[config.mk]
export PLATFORM = sky130hd
export DESIGN_NAME = bt_telemetry_tx
export DESIGN_NICKNAME = d
export VERILOG_FILES = /design/src/rtl/bt_telem_pkg.sv /design/src/rtl/uart_tx_byte.sv /design/src/rtl/bt_telemetry_tx.sv
export SDC_FILE = /design/constraint.sdc
export NUM_CORES = 1
export LEC_CHECK = 0
export CORE_ASPECT_RATIO = 0.5
export CORE_MARGIN = 3
export CORE_UTILIZATION = 47
export DETAILED_ROUTE_END_ITERATION = 16
export PLACE_DENSITY = 0.63
export SETUP_SLACK_MARGIN = 0.02
export SYNTH_ARGS = -nofsm -noshare
export SYNTH_HDL_FRONTEND = slang
export SYNTH_HIERARCHICAL = 1
export SYNTH_SLANG_ARGS = --single-unit
[constraint.sdc]
create_clock -name clk -period 7.1 [get_ports clk]
set_input_delay 0.71 -clock clk [delete_from_list [all_inputs] [get_ports clk]]
set_output_delay 0.71 -clock clk [all_outputs]
set_load 0.1 [all_outputs]
[src/rtl/bt_telem_pkg.sv]
// Shared types and constants for the Bluetooth telemetry transmitter:
// frame layout, FSM state encodings and the frame builder.
package bt_telem_pkg;

    localparam logic [7:0] TELEM_HDR = 8'hA5;
    localparam int         TELEM_LEN = 5;

    typedef enum logic [1:0] {
        FR_IDLE,
        FR_LOAD,
        FR_SEND,
        FR_DONE
    } frame_state_e;

    typedef enum logic [1:0] {
        SER_IDLE,
        SER_START,
        SER_DATA,
        SER_STOP
    } ser_state_e;

    typedef logic [TELEM_LEN-1:0][7:0] telem_frame_t;

    // An invalid distance is sent as 0xFFFF so the receiver can tell it apart.
    function automatic telem_frame_t build_frame(
        input logic [2:0]  ctr,
        input logic [1:0]  hwsignal,
        input logic [15:0] dist_cm,
        input logic        dist_valid
    );
        telem_frame_t f;
        f[0] = TELEM_HDR;
        f[1] = {3'b000, hwsignal, ctr};
        f[2] = dist_valid ? dist_cm[15:8] : 8'hFF;
        f[3] = dist_valid ? dist_cm[7:0]  : 8'hFF;
        f[4] = f[0] + f[1] + f[2] + f[3];
        return f;
    endfunction

endpackage

[src/rtl/uart_tx_byte.sv]
// 8N1 byte serialiser. Accepts a new byte on the last stop-bit cycle so
// consecutive bytes leave the line with no idle gap.
module uart_tx_byte
    import bt_telem_pkg::*;
#(
    parameter int DIV = 10
) (
    input  logic       clk,
    input  logic       rst_n,
    input  logic       start,
    input  logic [7:0] data,
    output logic       tx,
    output logic       done
);

    localparam int CW = $clog2(DIV);

    ser_state_e     state_q, state_d;
    logic [CW-1:0]  baud_q, baud_d;
    logic [2:0]     bit_q, bit_d;
    logic [7:0]     shift_q, shift_d;
    logic           tx_q, tx_d;
    logic           last;

    // NOTE: every signal written here gets a default first, so no path leaves it unassigned and no latch is inferred.
    always_comb begin
        state_d = state_q;
        baud_d  = baud_q;
        bit_d   = bit_q;
        shift_d = shift_q;
        tx_d    = tx_q;
        last    = (baud_q == CW'(DIV - 1));
        done    = (state_q == SER_STOP) && last;

        unique case (state_q)
            SER_IDLE: begin
                tx_d = 1'b1;
                if (start) begin
                    state_d = SER_START;
                    shift_d = data;
                    baud_d  = '0;
                    tx_d    = 1'b0;
                end
            end
            SER_START: begin
                if (last) begin
                    baud_d  = '0;
                    bit_d   = '0;
                    state_d = SER_DATA;
                    tx_d    = shift_q[0];
                end else begin
                    baud_d = baud_q + 1'b1;
                end
            end
            SER_DATA: begin
                if (last) begin
                    baud_d = '0;
                    if (bit_q == 3'd7) begin
                        state_d = SER_STOP;
                        tx_d    = 1'b1;
                    end else begin
                        bit_d   = bit_q + 1'b1;
                        shift_d = shift_q >> 1;
                        tx_d    = shift_q[1];
                    end
                end else begin
                    baud_d = baud_q + 1'b1;
                end
            end
            SER_STOP: begin
                if (last) begin
                    baud_d = '0;
                    if (start) begin
                        state_d = SER_START;
                        shift_d = data;
                        tx_d    = 1'b0;
                    end else begin
                        state_d = SER_IDLE;
                        tx_d    = 1'b1;
                    end
                end else begin
                    baud_d = baud_q + 1'b1;
                end
            end
            default: state_d = SER_IDLE;
        endcase
    end

    // NOTE: sequential state uses non-blocking assignments so every flop samples pre-edge values.
    always_ff @(posedge clk or negedge rst_n) begin
        if (!rst_n) begin
            state_q <= SER_IDLE;
            baud_q  <= '0;
            bit_q   <= '0;
            shift_q <= '0;
            tx_q    <= 1'b1;
        end else begin
            state_q <= state_d;
            baud_q  <= baud_d;
            bit_q   <= bit_d;
            shift_q <= shift_d;
            tx_q    <= tx_d;
        end
    end

    assign tx = tx_q;

endmodule

[src/rtl/bt_telemetry_tx.sv]
// Telemetry framer: snapshots motion/IR/distance into a 5-byte packet and
// sends it as 8N1 UART. Optional auto-send enabled by macro TELEM_PERIODIC_EN.
module bt_telemetry_tx
    import bt_telem_pkg::*;
#(
    parameter int CLK_HZ    = 50_000_000,
    parameter int BAUD      = 9600,
    parameter int PERIOD_MS = 100
) (
    input  logic        clk,
    input  logic        rst_n,
    input  logic [2:0]  ctr,
    input  logic [1:0]  hwsignal,
    input  logic [15:0] dist_cm,
    input  logic        dist_valid,
    input  logic        send_req,
    output logic        tx,
    output logic        busy,
    output logic        frame_done
);

    localparam int DIV = CLK_HZ / BAUD;

    if (DIV < 2 || PERIOD_MS < 1) begin : g_bad_cfg
        $error("bt_telemetry_tx: CLK_HZ/BAUD must be >= 2 and PERIOD_MS >= 1");
    end

    logic tick;

`ifdef TELEM_PERIODIC_EN
    localparam longint unsigned PERIOD_CYC =
        64'(PERIOD_MS) * 64'(CLK_HZ) / 64'd1000;
    localparam int PW = $clog2(PERIOD_CYC);

    logic [PW-1:0] per_q, per_d;

    always_comb begin
        per_d = per_q + 1'b1;
        tick  = 1'b0;
        if (per_q == PW'(PERIOD_CYC - 1)) begin
            per_d = '0;
            tick  = 1'b1;
        end
    end

    always_ff @(posedge clk or negedge rst_n) begin
        if (!rst_n) per_q <= '0;
        else        per_q <= per_d;
    end
`else
    assign tick = 1'b0;
`endif

    frame_state_e state_q, state_d;
    telem_frame_t frame_q, frame_d;
    logic [2:0]   idx_q, idx_d;
    logic         pending_q, pending_d;
    logic         trig;
    logic         ser_start, ser_done;
    logic [7:0]   ser_data;

    assign trig = send_req | tick;

    always_comb begin
        state_d   = state_q;
        frame_d   = frame_q;
        idx_d     = idx_q;
        pending_d = pending_q | trig;
        ser_start = 1'b0;
        ser_data  = TELEM_HDR;

        unique case (state_q)
            FR_IDLE: begin
                // A trigger coinciding with a pending frame is kept for the next one.
                pending_d = pending_q & trig;
                if (trig || pending_q) state_d = FR_LOAD;
            end
            FR_LOAD: begin
                frame_d   = build_frame(ctr, hwsignal, dist_cm, dist_valid);
                idx_d     = '0;
                ser_start = 1'b1;
                ser_data  = TELEM_HDR;
                state_d   = FR_SEND;
            end
            FR_SEND: begin
                if (ser_done) begin
                    if (idx_q == 3'(TELEM_LEN - 1)) begin
                        state_d = FR_DONE;
                    end else begin
                        idx_d     = idx_q + 1'b1;
                        ser_start = 1'b1;
                        ser_data  = frame_q[idx_q + 3'd1];
                    end
                end
            end
            FR_DONE: state_d = FR_IDLE;
            default: state_d = FR_IDLE;
        endcase
    end

    // NOTE: the frame registers are only a few bytes, so they are reset like any other flop rather than left as uninitialised storage.
    always_ff @(posedge clk or negedge rst_n) begin
        if (!rst_n) begin
            state_q   <= FR_IDLE;
            frame_q   <= '0;
            idx_q     <= '0;
            pending_q <= 1'b0;
        end else begin
            state_q   <= state_d;
            frame_q   <= frame_d;
            idx_q     <= idx_d;
            pending_q <= pending_d;
        end
    end

    uart_tx_byte #(
        .DIV (DIV)
    ) u_ser (
        .clk   (clk),
        .rst_n (rst_n),
        .start (ser_start),
        .data  (ser_data),
        .tx    (tx),
        .done  (ser_done)
    );

    assign frame_done = (state_q == FR_DONE);
    assign busy       = (state_q != FR_IDLE) && !((state_q == FR_DONE) && !pending_q);

endmodule

==> reports/metrics.sh, run 1 <==
STATUS='finished clean'
SYNTHFLOPTYPE='sky130_fd_sc_hd__dfrtp_1'
SHARE_COMB_OF_TOTAL_POWER_PCT=40.6
POST_CTS.RESIZED_INSTANCES=0
WORST-SETUP-PATH-TYPE='flip-flop to flip-flop'
YS_SEQ_ELEMENTS=63
TOTAL_LEAKAGE_POWER_nW=1.997
GRT_START_MAX_NET_PINS=64
POST_CTS.REPAIR.SETUP_BUFFERS=0
YOSYSSEQAREASHARE_PCT=39.46
FINAL_CELL_MIX='sky130_fd_sc_hd__dfrtp_1, sky130_fd_sc_hd__mux2_2, sky130_fd_sc_hd__ha_1'
TIMING.CRITICAL_PATH.ARRIVAL_NS=4.10
TIGHTESTPINTRANSITION_NS=0.9686
FINALCRITICALPERIOD_NS=3.881
DIE_W_UM=136.4
SYNTH.AVG_CELL_AREA_SQ_UM=10.28
SYN_INST=389
SWITCHING_POWER_mW=0.6354
MAX-SLEW-MARGIN-REL_PCT=35.23
CORE-AREA_SQ_UM=8144
WORST_SETUP_PATH_END_KIND='flip-flop'
TIMING.CRITICAL_PATH.FANOUT_MAX=10
RSZ_0062_RAISED_AFTER_GLOBAL_ROUTING='false'
ANT_NETS=0
CTS_BUFFERS=9
CAP_VIOLATIONS=0
CLKSINKCOUNT=63
SYNTH.NET_COUNT=450
WORST_SKEW_PAIR.LATE_LATENCY_NS=0.33
P_PER_AREA_nW_PER_UM2=379.5
FLOORPLAN.INITIALDENSITY_PCT=49.10
VIAS=3016
SEQ_POWER_SHARE_PCT=32.0
ANTENNA_FOUND_INITIAL=0
POST-SYNTH-TOP-AREA-CELL='sky130_fd_sc_hd__dfrtp_1'
LAYOUT_WORST_PATH_CYCLE_SHARE_PCT=54.66
DIE_Y_UM=71.23
HP-CLASS='flip-flop to flip-flop'
REPORT.FINAL.SETUP_VIOL=0
FP-ROW-COUNT=23
NUMBER_OF_SYNTHESIZED_FLOPS_WITH_AN_ENABLE_PIN=0
FINAL.FILL_COUNT=718
MAX_CLOCK_FREQ_GHz=0.2577
DRT_WL_TOTAL_MM=8.424
YOSYSTOPAREACELLSHARE_PCT=38.80
DRT_WL_CELL_UM=15.80
LAYOUT.CORE_UTILIZATION_PCT=57.52
VIA_COUNT_OF_THE_FIRST_GLOBAL_ROUTING_PASS=3110
SLEW_VIOLATIONS=0
DETAIL_ROUTE.FIRST_PASS.ITERATIONS=4
LARGEST_VOLTAGE_DROP_ON_THE_VDD_NET_mV=0.1532
INTERNAL-POWER_mW=1.142
DRIVE_ABOVE_1_SHARE_PCT=15.68
DRC=0
GRT_FIRST_PASS_WIRELENGTH_MM=14.62
SWITCHING_SHARE_PCT=35.74
CTSHOLDBUFFERS=0
AREA_GROWTH_PCT=17.15
YS_ASYNC_SR_FRACTION_PCT=100.0
SETUP_TOTAL_NEGATIVE_SLACK_NS=0
OVERFLOW=0
H-TREE-DEPTH=3
SYNTH_WARNINGS=6
MULTI_INPUT_AREA_SQ_UM=2253
NETLIST_TOP_CELLS_AREA='sky130_fd_sc_hd__dfrtp_1, sky130_fd_sc_hd__mux2_2, sky130_fd_sc_hd__ha_1'
GLOBALROUTETOTALUTIL_PCT=19.19
CRIT_CHAIN='or4_4 -> nor4_1 -> nand3_1 -> a21boi_0 -> nand2b_1 -> a221oi_4 -> mux2_2'
YOSYSUNIQUECELLTYPES=59
DIE_AREA_SQ_UM=9718
FINAL.SETUP_SKEW_NS=0.004926
REGAREA_SQ_UM=1578
POST-DP-HPWL_MM=5.992
DETAIL_ROUTE.ITER0.VIOLATIONS=177
CTS-ROOT-BUF='sky130_fd_sc_hd__clkbuf_16'
ROUTE.DETAILED.VIAS_PER_INST=5.659
ANTENNA-DIODE-COUNT=0
FINAL_NETS=478
GP_CONGESTION=0.8656
POWER_mW=1.778
CTS.REPORTEDPATHS.CLKPINSLEW_NS=0.05
SLOWEST_DELAY_NS=0.72
CP.REQUIRED_NS=7.31
IO_BUFFERS=27
TIMING.FINAL.HOLD_VIOLATIONS=0
CRITICAL-PATH-SLOWEST-CELL='sky130_fd_sc_hd__a21boi_0'
SYNTHESIS.AREA_SQ_UM=3999
FIN_HOLD_WS_NS=0.4829
TRITONCTS='built'
NUM_IO_PINS=28
MAX-CLOCK-PATH-BUFFERS=2
LAYOUT.CELLS.MOST_COMMON='sky130_fd_sc_hd__dfrtp_1'
POWER.SHARE.CLOCK_PCT=27.4
SETUP.WORST_PATH.START_CLASS='flip-flop'
[cell type report]
class	count	share of cell area (%)
well taps	112	2.991
multi-input cells	287	48.10
clock inverters	3	1.389
clock buffers	12	5.689
flip-flops and latches	63	33.68
inverters	27	2.163
repair buffers	29	5.983
[cell usage after synthesis, types with 6 or more instances]
cell and instances:
sky130_fd_sc_hd__a21oi_1 22, sky130_fd_sc_hd__a22o_1 7, sky130_fd_sc_hd__dfrtp_1 62, sky130_fd_sc_hd__ha_1 31, sky130_fd_sc_hd__inv_1 26, sky130_fd_sc_hd__mux2_2 35
sky130_fd_sc_hd__nand2_1 25, sky130_fd_sc_hd__nand2b_1 6, sky130_fd_sc_hd__nand3_1 27, sky130_fd_sc_hd__nor2_1 17, sky130_fd_sc_hd__nor2b_1 8, sky130_fd_sc_hd__o21ai_0 21
sky130_fd_sc_hd__or2b_1 7
[stage by stage]
| step | instances | cell area, sq um | setup WS, ns |
|---|---|---|---|
| floorplan | 389 | 3999 | 3.788 |
| CTS | 533 | 4684 | 3.203 |
| global placement | 518 | 4353 | 3.044 |
| finish | 533 | 4684 | 3.219 |
| detailed placement | 518 | 4353 | 2.932 |
| global route | 533 | 4684 | 2.792 |
[worst paths after layout]
path / from / end / slack [ns] / cells after the start
max: u_ser/baud_q[9] / u_ser/shift_q[0] / 3.22 / 7
min: u_ser/shift_q[4] / u_ser/shift_q[4] / 0.48 / 1
max reg2reg: u_ser/baud_q[9] / u_ser/shift_q[0] / 3.22 / 7
min reg2reg: u_ser/shift_q[4] / u_ser/shift_q[4] / 0.48 / 1
max in group asynchronous: rst_n / state_q[1] / 6.02 / 2
min in group asynchronous: rst_n / u_ser/baud_q[10] / 0.55 / 2
[worst max-delay path, delay by kind of cell (launching register included)]
kind               cells  cell delay (ns)
DFF                    1             0.43
muxes                  1             0.39
and+or+nand+nor        4             1.74
AOI/OAI and AO/OA      2             1.20
[power groups by stage]
stage | Combinational [mW] | Sequential [mW] | Clock [mW]
floorplan | 0.555 | 0.571 | 0
global placement | 0.699 | 0.566 | 0
detailed placement | 0.724 | 0.575 | 0
CTS | 0.730 | 0.569 | 0.499
global route | 0.797 | 0.588 | 0.513
finish | 0.721 | 0.570 | 0.487
[registers in the layout, summed over array words and instances (netlist names)]
register and flops:
frame_q 30, u_ser/baud_q 13, u_ser/shift_q 8, idx_q 3, u_ser/bit_q 3, state_q 2, u_ser/state_q 2, pending_q 1
u_ser/tx 1
[per-layer routing]
metal | track usage [%] | up-vias | share of wire (%)
met4 | 7.263 | 0 | 1.7
met3 | 5.610 | 16 | 4.3
met2 | 30.68 | 62 | 48
li1 | - | 1460 | -
met5 | 0 | - | 0
met1 | 25.01 | 1478 | 46
[cell families (layout without fill, tap and decap cells)]
| kind of cell | after synthesis | count (layout) | share of synthesized area (%) |
|---|---|---|---|
| compound gates | 77 | 77 | 12.74 |
| xor+xnor | 8 | 8 | 2.128 |
| fa+ha+maj | 36 | 36 | 12.20 |
| buf+inv | 39 | 71 | 4.192 |
| flops | 63 | 63 | 39.46 |
| mux | 42 | 42 | 12.39 |
| simple gates | 124 | 124 | 16.90 |
Power figures use the tool's default switching activity.
==> inputs of run 2 (changes only) <==
Settings changed: PLACE_DENSITY 0.63 to 0.66.
Clock period 7.1 ns to 3.4 ns, I/O delays scaled along.
==> reports/metrics.sh, run 2 (synthesis gave the netlist of run 1 again) <==
VIA_COUNT_OF_THE_FIRST_GLOBAL_ROUTING_PASS=3048
RSZ_0062_RAISED_AFTER_GLOBAL_ROUTING='false'
LARGEST_REG_FLOPS=30
TRITONCTS='built'
CTS_BUFFERS=9
SETUP.WORST_PATH.START_CLASS='flip-flop'
WORST-SETUP-PATH-TYPE='flip-flop to flip-flop'
ROUTE.DETAILED.VIAS_PER_INST=5.594
FIN_HOLD_WS_NS=0.1687
FINAL_NETS=486
FINAL_CELL_MIX='sky130_fd_sc_hd__dfrtp_1, sky130_fd_sc_hd__mux2_2, sky130_fd_sc_hd__ha_1'
DRT_WL_TOTAL_MM=8.555
ANTENNA_FOUND_INITIAL=0
CTS.REPORTEDPATHS.CLKPINSLEW_NS=0.05
DRT_WL_CELL_UM=15.78
POST-DP-HPWL_MM=6.033
DETAIL_ROUTE.FIRST_PASS.ITERATIONS=4
VIAS=3032
FINAL.SETUP_SKEW_NS=0.006499
FP-ROW-COUNT=23
POST_CTS.REPAIR.SETUP_BUFFERS=0
RRSETUPSLACK_NS=0.29
ANT_NETS=0
CORE-AREA_SQ_UM=8144
DIE_W_UM=136.4
GRT_START_MAX_NET_PINS=64
CELL_DEPTH_OF_THE_WORST_FLOP_TO_FLOP_PATH=10
LAYOUT.CELLS.MOST_COMMON='sky130_fd_sc_hd__dfrtp_1'
MAX-CLOCK-PATH-BUFFERS=2
LARGEST_VOLTAGE_DROP_ON_THE_VDD_NET_mV=0.3691
TOTAL_LEAKAGE_POWER_nW=2.049
TOP_REGISTER='frame_q'
ANTENNA-DIODE-COUNT=0
CAP_VIOLATIONS=0
CRIT_END='u_ser/state_q[1]'
CP.REQUIRED_NS=3.61
WORST_SETUP_PATH_END_KIND='flip-flop'
TIMING.CRITICAL_PATH.FANOUT_MAX=6
DRIVE_ABOVE_1_SHARE_PCT=17.67
WORST_SKEW_PAIR.LATE_LATENCY_NS=0.33
LAYOUT.CORE_UTILIZATION_PCT=58.53
GP_CONGESTION=0.8647
DRC=0
GLOBALROUTETOTALUTIL_PCT=19.05
IO_BUFFERS=27
DIE_AREA_SQ_UM=9718
DETAIL_ROUTE.ITER0.VIOLATIONS=140
POST_CTS.RESIZED_INSTANCES=0
CTS-ROOT-BUF='sky130_fd_sc_hd__clkbuf_16'
HP-CLASS='input pin to asynchronous set/reset pin'
WORST_SETUP_PATH_STARTPOINT='u_ser/baud_q[9]'
NUM_IO_PINS=28
SLEW_VIOLATIONS=0
FINAL.SETUP.WORST_SLACK_NS=0.2893
MAX_CLOCK_FREQ_GHz=0.3215
FLOORPLAN.INITIALDENSITY_PCT=49.10
WORST_R2R_ENDPOINT='u_ser/state_q[1]'
WORST_SETUP_SLACK_AFTER_PLACEMENT_NS=-0.03645
MAX-SLEW-MARGIN-REL_PCT=35.56
TIMING.CRITICAL_PATH.ARRIVAL_NS=3.32
LAYOUT_WORST_PATH_CYCLE_SHARE_PCT=91.49
R2R_START='u_ser/baud_q[9]'
TIGHTESTPINTRANSITION_NS=0.9636
LARGEST_REGS='frame_q (30), u_ser/baud_q (13), u_ser/shift_q (8)'
P_PER_AREA_nW_PER_UM2=797.7
OVERFLOW=0
GRT_FIRST_PASS_WIRELENGTH_MM=14.58
FINALCRITICALPERIOD_NS=3.111
H-TREE-DEPTH=3
TIMING.FINAL.HOLD_VIOLATIONS=0
CTSHOLDBUFFERS=0
AREA_GROWTH_PCT=19.21
DIE_Y_UM=71.23
CLKSINKCOUNT=63
REPORT.FINAL.SETUP_VIOL=0
STATUS='finished clean'
## run 2: changes by cell type in the layout (fill, tap and decap cells not counted), sizes merged
cell | previous run | this run
buf | 3 | 12
bufinv | 2 | 3
clkbuf | 12 | 11
clkdlybuf4s50 | 26 | 25
clkinv | 1 | 2
## run 2: power breakdown
part / internal, mW / switching [mW]
clock: 0.755 / 0.330
combinational: 0.677 / 0.844
sequential: 1.02 / 0.174
## run 2: layout make-up
type / count / area (sq um)
Clock buffer: 11 / 252.7
Clock inverter: 5 / 103.9
Fill cell: 665 / 3377
Inverter: 27 / 101.3
Multi-Input combinational cell: 287 / 2253
Sequential cell: 63 / 1578
Tap cell: 112 / 140.1
Timing Repair Buffer: 37 / 337.8
## run 2: worst min-delay path by stage
stage,start,endpoint,slack (ns),cells past startpoint
after floorplan,rst_n,frame_q[0],0.04,0
after global placement,u_ser/shift_q[6],u_ser/shift_q[6],0.46,1
after detailed placement,u_ser/shift_q[6],u_ser/shift_q[6],0.48,1
after CTS,rst_n,u_ser/baud_q[10],0.22,2
after global routing,rst_n,u_ser/baud_q[10],0.23,2
final,rst_n,u_ser/baud_q[10],0.17,2
## run 2: routing by layer
layer	part of all wire, %	track usage (%)
met3	4.7	5.400
met4	1.6	6.704
met5	0	0
met1	47	24.71
met2	47	31.01
## run 2: stage by stage
| stage | std cells | TNS, ns | power, mW | area, sq um |
|---|---|---|---|---|
| after floorplan | 389 | 0 | 2.352 | 3999 |
| after global placement | 526 | 0 | 2.647 | 4410 |
| after detailed placement | 526 | -0.03645 | 2.716 | 4410 |
| after CTS | 542 | 0 | 3.833 | 4767 |
| after global routing | 542 | 0 | 4.037 | 4767 |
| final | 542 | 0 | 3.803 | 4767 |
## run 2: worst max-delay path: stages (launching register included)
cell                       delay (ns)
sky130_fd_sc_hd__dfrtp_1         0.44
sky130_fd_sc_hd__or4_4           0.60
sky130_fd_sc_hd__nor4_1          0.28
sky130_fd_sc_hd__buf_4           0.19
sky130_fd_sc_hd__nand3_1         0.08
sky130_fd_sc_hd__a21boi_0        0.34
sky130_fd_sc_hd__buf_4           0.20
sky130_fd_sc_hd__nand2b_1        0.20
sky130_fd_sc_hd__nand2_1         0.11
sky130_fd_sc_hd__a21oi_1         0.20
sky130_fd_sc_hd__mux2_2          0.35
==> inputs of run 3 (changes only) <==
Settings changed: CORE_UTILIZATION 47 to 54, CTS_CLUSTER_DIAMETER set to 150, PLACE_DENSITY 0.66 to 0.74.
==> reports/metrics.sh, run 3 (synthesis gave the netlist of run 1 again) <==
STATUS='finished clean'
SHARE_COMB_OF_TOTAL_POWER_PCT=41.5
GRT_START_MAX_NET_PINS=46
MAX-SLEW-MARGIN-REL_PCT=35.14
TIMING.CRITICAL_PATH.FANOUT_MAX=14
CP.REQUIRED_NS=3.67
DRT_WL_CELL_UM=16.08
ANTENNA-DIODE-COUNT=0
FINAL_AREA_SQ_UM=4698
SWITCHING_POWER_mW=1.339
CELL_DEPTH_OF_THE_WORST_FLOP_TO_FLOP_PATH=10
POST_CTS.REPAIR.SETUP_BUFFERS=0
REGAREA_SQ_UM=1578
GRT_FIRST_PASS_WIRELENGTH_MM=14.51
P_PER_AREA_nW_PER_UM2=779.5
SETUP.WORST_PATH.START_CLASS='input pin'
GLOBALROUTETOTALUTIL_PCT=21.88
RRSETUPSLACK_NS=0.42
TIMING.FINAL.HOLD_VIOLATIONS=0
MAX_CLOCK_FREQ_GHz=0.3197
DETAIL_ROUTE.ITER0.VIOLATIONS=202
SLEW_VIOLATIONS=0
RSZ_0062_RAISED_AFTER_GLOBAL_ROUTING='false'
DIE_AREA_SQ_UM=8537
LARGEST_REG_FLOPS=30
IO_BUFFERS=27
CTS-ROOT-BUF='sky130_fd_sc_hd__clkbuf_16'
CRIT_CHAIN='clkdlybuf4s50_1 -> buf_4 -> nor2b_1 -> ha_1 -> inv_1 -> fa_1 -> fa_1 -> a21o_1 -> and4_1 -> a2111oi_2 -> nand3b_1'
CRIT_TOP_CELL='sky130_fd_sc_hd__fa_1'
CRITICAL-PATH-SLOWEST-CELL='sky130_fd_sc_hd__clkdlybuf4s50_1'
HP-CLASS='input pin to asynchronous set/reset pin'
POWER.SHARE.CLOCK_PCT=25.9
POST_CTS.RESIZED_INSTANCES=0
FINAL.FILL_COUNT=541
R2R_START='u_ser/baud_q[9]'
TOTAL_LEAKAGE_POWER_nW=2.027
FINAL.SETUP.WORST_SLACK_NS=0.2717
DETAIL_ROUTE.FIRST_PASS.ITERATIONS=4
ANT_NETS=0
FINAL_NETS=486
FLOORPLAN.INITIALDENSITY_PCT=57.65
DRC=0
FINAL.SETUP_SKEW_NS=0.005475
FINAL_CELL_MIX='sky130_fd_sc_hd__dfrtp_1, sky130_fd_sc_hd__mux2_2, sky130_fd_sc_hd__ha_1'
VIA_COUNT_OF_THE_FIRST_GLOBAL_ROUTING_PASS=3051
DIE_W_UM=127.7
REPORT.FINAL.SETUP_VIOL=0
TRITONCTS='built'
LAYOUT.CELLS.MOST_COMMON='sky130_fd_sc_hd__dfrtp_1'
WORST-SETUP-PATH-TYPE='input pin to flip-flop'
TIGHTESTPINTRANSITION_NS=0.9698
SWITCHING_SHARE_PCT=36.55
LAYOUT_WORST_PATH_CYCLE_SHARE_PCT=92.01
ANTENNA_FOUND_INITIAL=0
POST_PLACE_INSTANCE_AREA_SQ_UM=4378
OVERFLOW=0
LARGEST_REGS='frame_q (30), u_ser/baud_q (13), u_ser/shift_q (8)'
SETUP_TOTAL_NEGATIVE_SLACK_NS=0
DRT_WL_TOTAL_MM=8.394
POST-DP-HPWL_MM=5.960
WORST_SETUP_PATH_END_KIND='flip-flop'
WORST_SETUP_SLACK_AFTER_PLACEMENT_NS=-0.08260
ROUTE.DETAILED.VIAS_PER_INST=5.780
TOP_REGISTER='frame_q'
LAYOUT.CORE_UTILIZATION_PCT=67.73
CTS_BUFFERS=9
VIAS=3017
FP-ROW-COUNT=21
NUM_IO_PINS=28
FINALCRITICALPERIOD_NS=3.128
MAX-CLOCK-PATH-BUFFERS=2
AREA_GROWTH_PCT=17.49
SEQ_POWER_SHARE_PCT=32.6
GP_CONGESTION=0.8862
WORST_R2R_ENDPOINT='u_ser/state_q[1]'
TIMING.CRITICAL_PATH.ARRIVAL_NS=3.40
CTS.REPORTEDPATHS.CLKPINSLEW_NS=0.05
WORST_SKEW_PAIR.LATE_LATENCY_NS=0.33
DRIVE_ABOVE_1_SHARE_PCT=17.21
INTERNAL-POWER_mW=2.324
DIE_Y_UM=66.85
MULTI_INPUT_AREA_SQ_UM=2253
CAP_VIOLATIONS=0
LARGEST_VOLTAGE_DROP_ON_THE_VDD_NET_mV=0.3610
SLOWEST_DELAY_NS=0.54
CLKSINKCOUNT=63
CORE-AREA_SQ_UM=6937
H-TREE-DEPTH=3
-- run 3: cell types whose count changed in the layout (fill, tap and decap cells not counted), sizes merged --
cell / change
dlygate4sd3: +1
clkbuf: +2
buf: -1
bufinv: -2
-- run 3: layout make-up --
class	count	area share (%)
Clock buffer	13	5.752
Clock inverter	3	0.8522
Inverter	27	2.157
Multi-Input combinational cell	287	47.96
Sequential cell	63	33.58
Tap cell	92	2.450
Timing Repair Buffer	37	7.244
-- run 3: how the worst max path moves through the flow --
stage	startpoint	to	slack [ns]
floorplan	u_ser/baud_q[9]	u_ser/shift_q[0]	0.44
global placement	dist_valid	frame_q[39]	0.04
detailed placement	dist_valid	frame_q[39]	-0.08
CTS	dist_valid	frame_q[39]	0.27
global route	dist_valid	frame_q[39]	0.08
finish	dist_valid	frame_q[39]	0.27
-- run 3: worst max-delay path: cells and delay by family --
kind            cells  cell delay [ns]
simple gates        3             0.57
compound gates      2             0.46
fa+ha+maj           3             1.19
buf+inv             3             0.84
-- run 3: power by group through the flow --
| stage | sequential, mW | combinational, mW | clock, mW |
|---|---|---|---|
| finish | 1.19 | 1.52 | 0.948 |
| global route | 1.22 | 1.68 | 1.01 |
| CTS | 1.19 | 1.52 | 0.965 |
| detailed placement | 1.20 | 1.51 | 0 |
| global placement | 1.18 | 1.45 | 0 |
| floorplan | 1.19 | 1.16 | 0 |
-- run 3: what timing repair did --
item	CTS	global route
setup endpoints to repair	0	0
hold buffers	1	0
hold endpoints to repair	18	0
-- run 3: per-stage QoR --
step	hold WS (ns)	total power, mW	std cells
global route	0.5096	3.904	522
detailed placement	0.3148	2.707	505
finish	0.4836	3.663	522
global placement	0.2971	2.634	505
floorplan	0.04441	2.352	389
CTS	0.4895	3.677	522
-- run 3: metal layers --
layer	part of all wire, %	vias to the layer above	GRT usage, %	wire, um
li1	-	1470	-	-
met3	4.2	14	6.725	355
met2	47	70	36.65	3933
met5	0	-	0	0
met4	1.7	0	7.804	139
met1	47	1463	27.12	3965
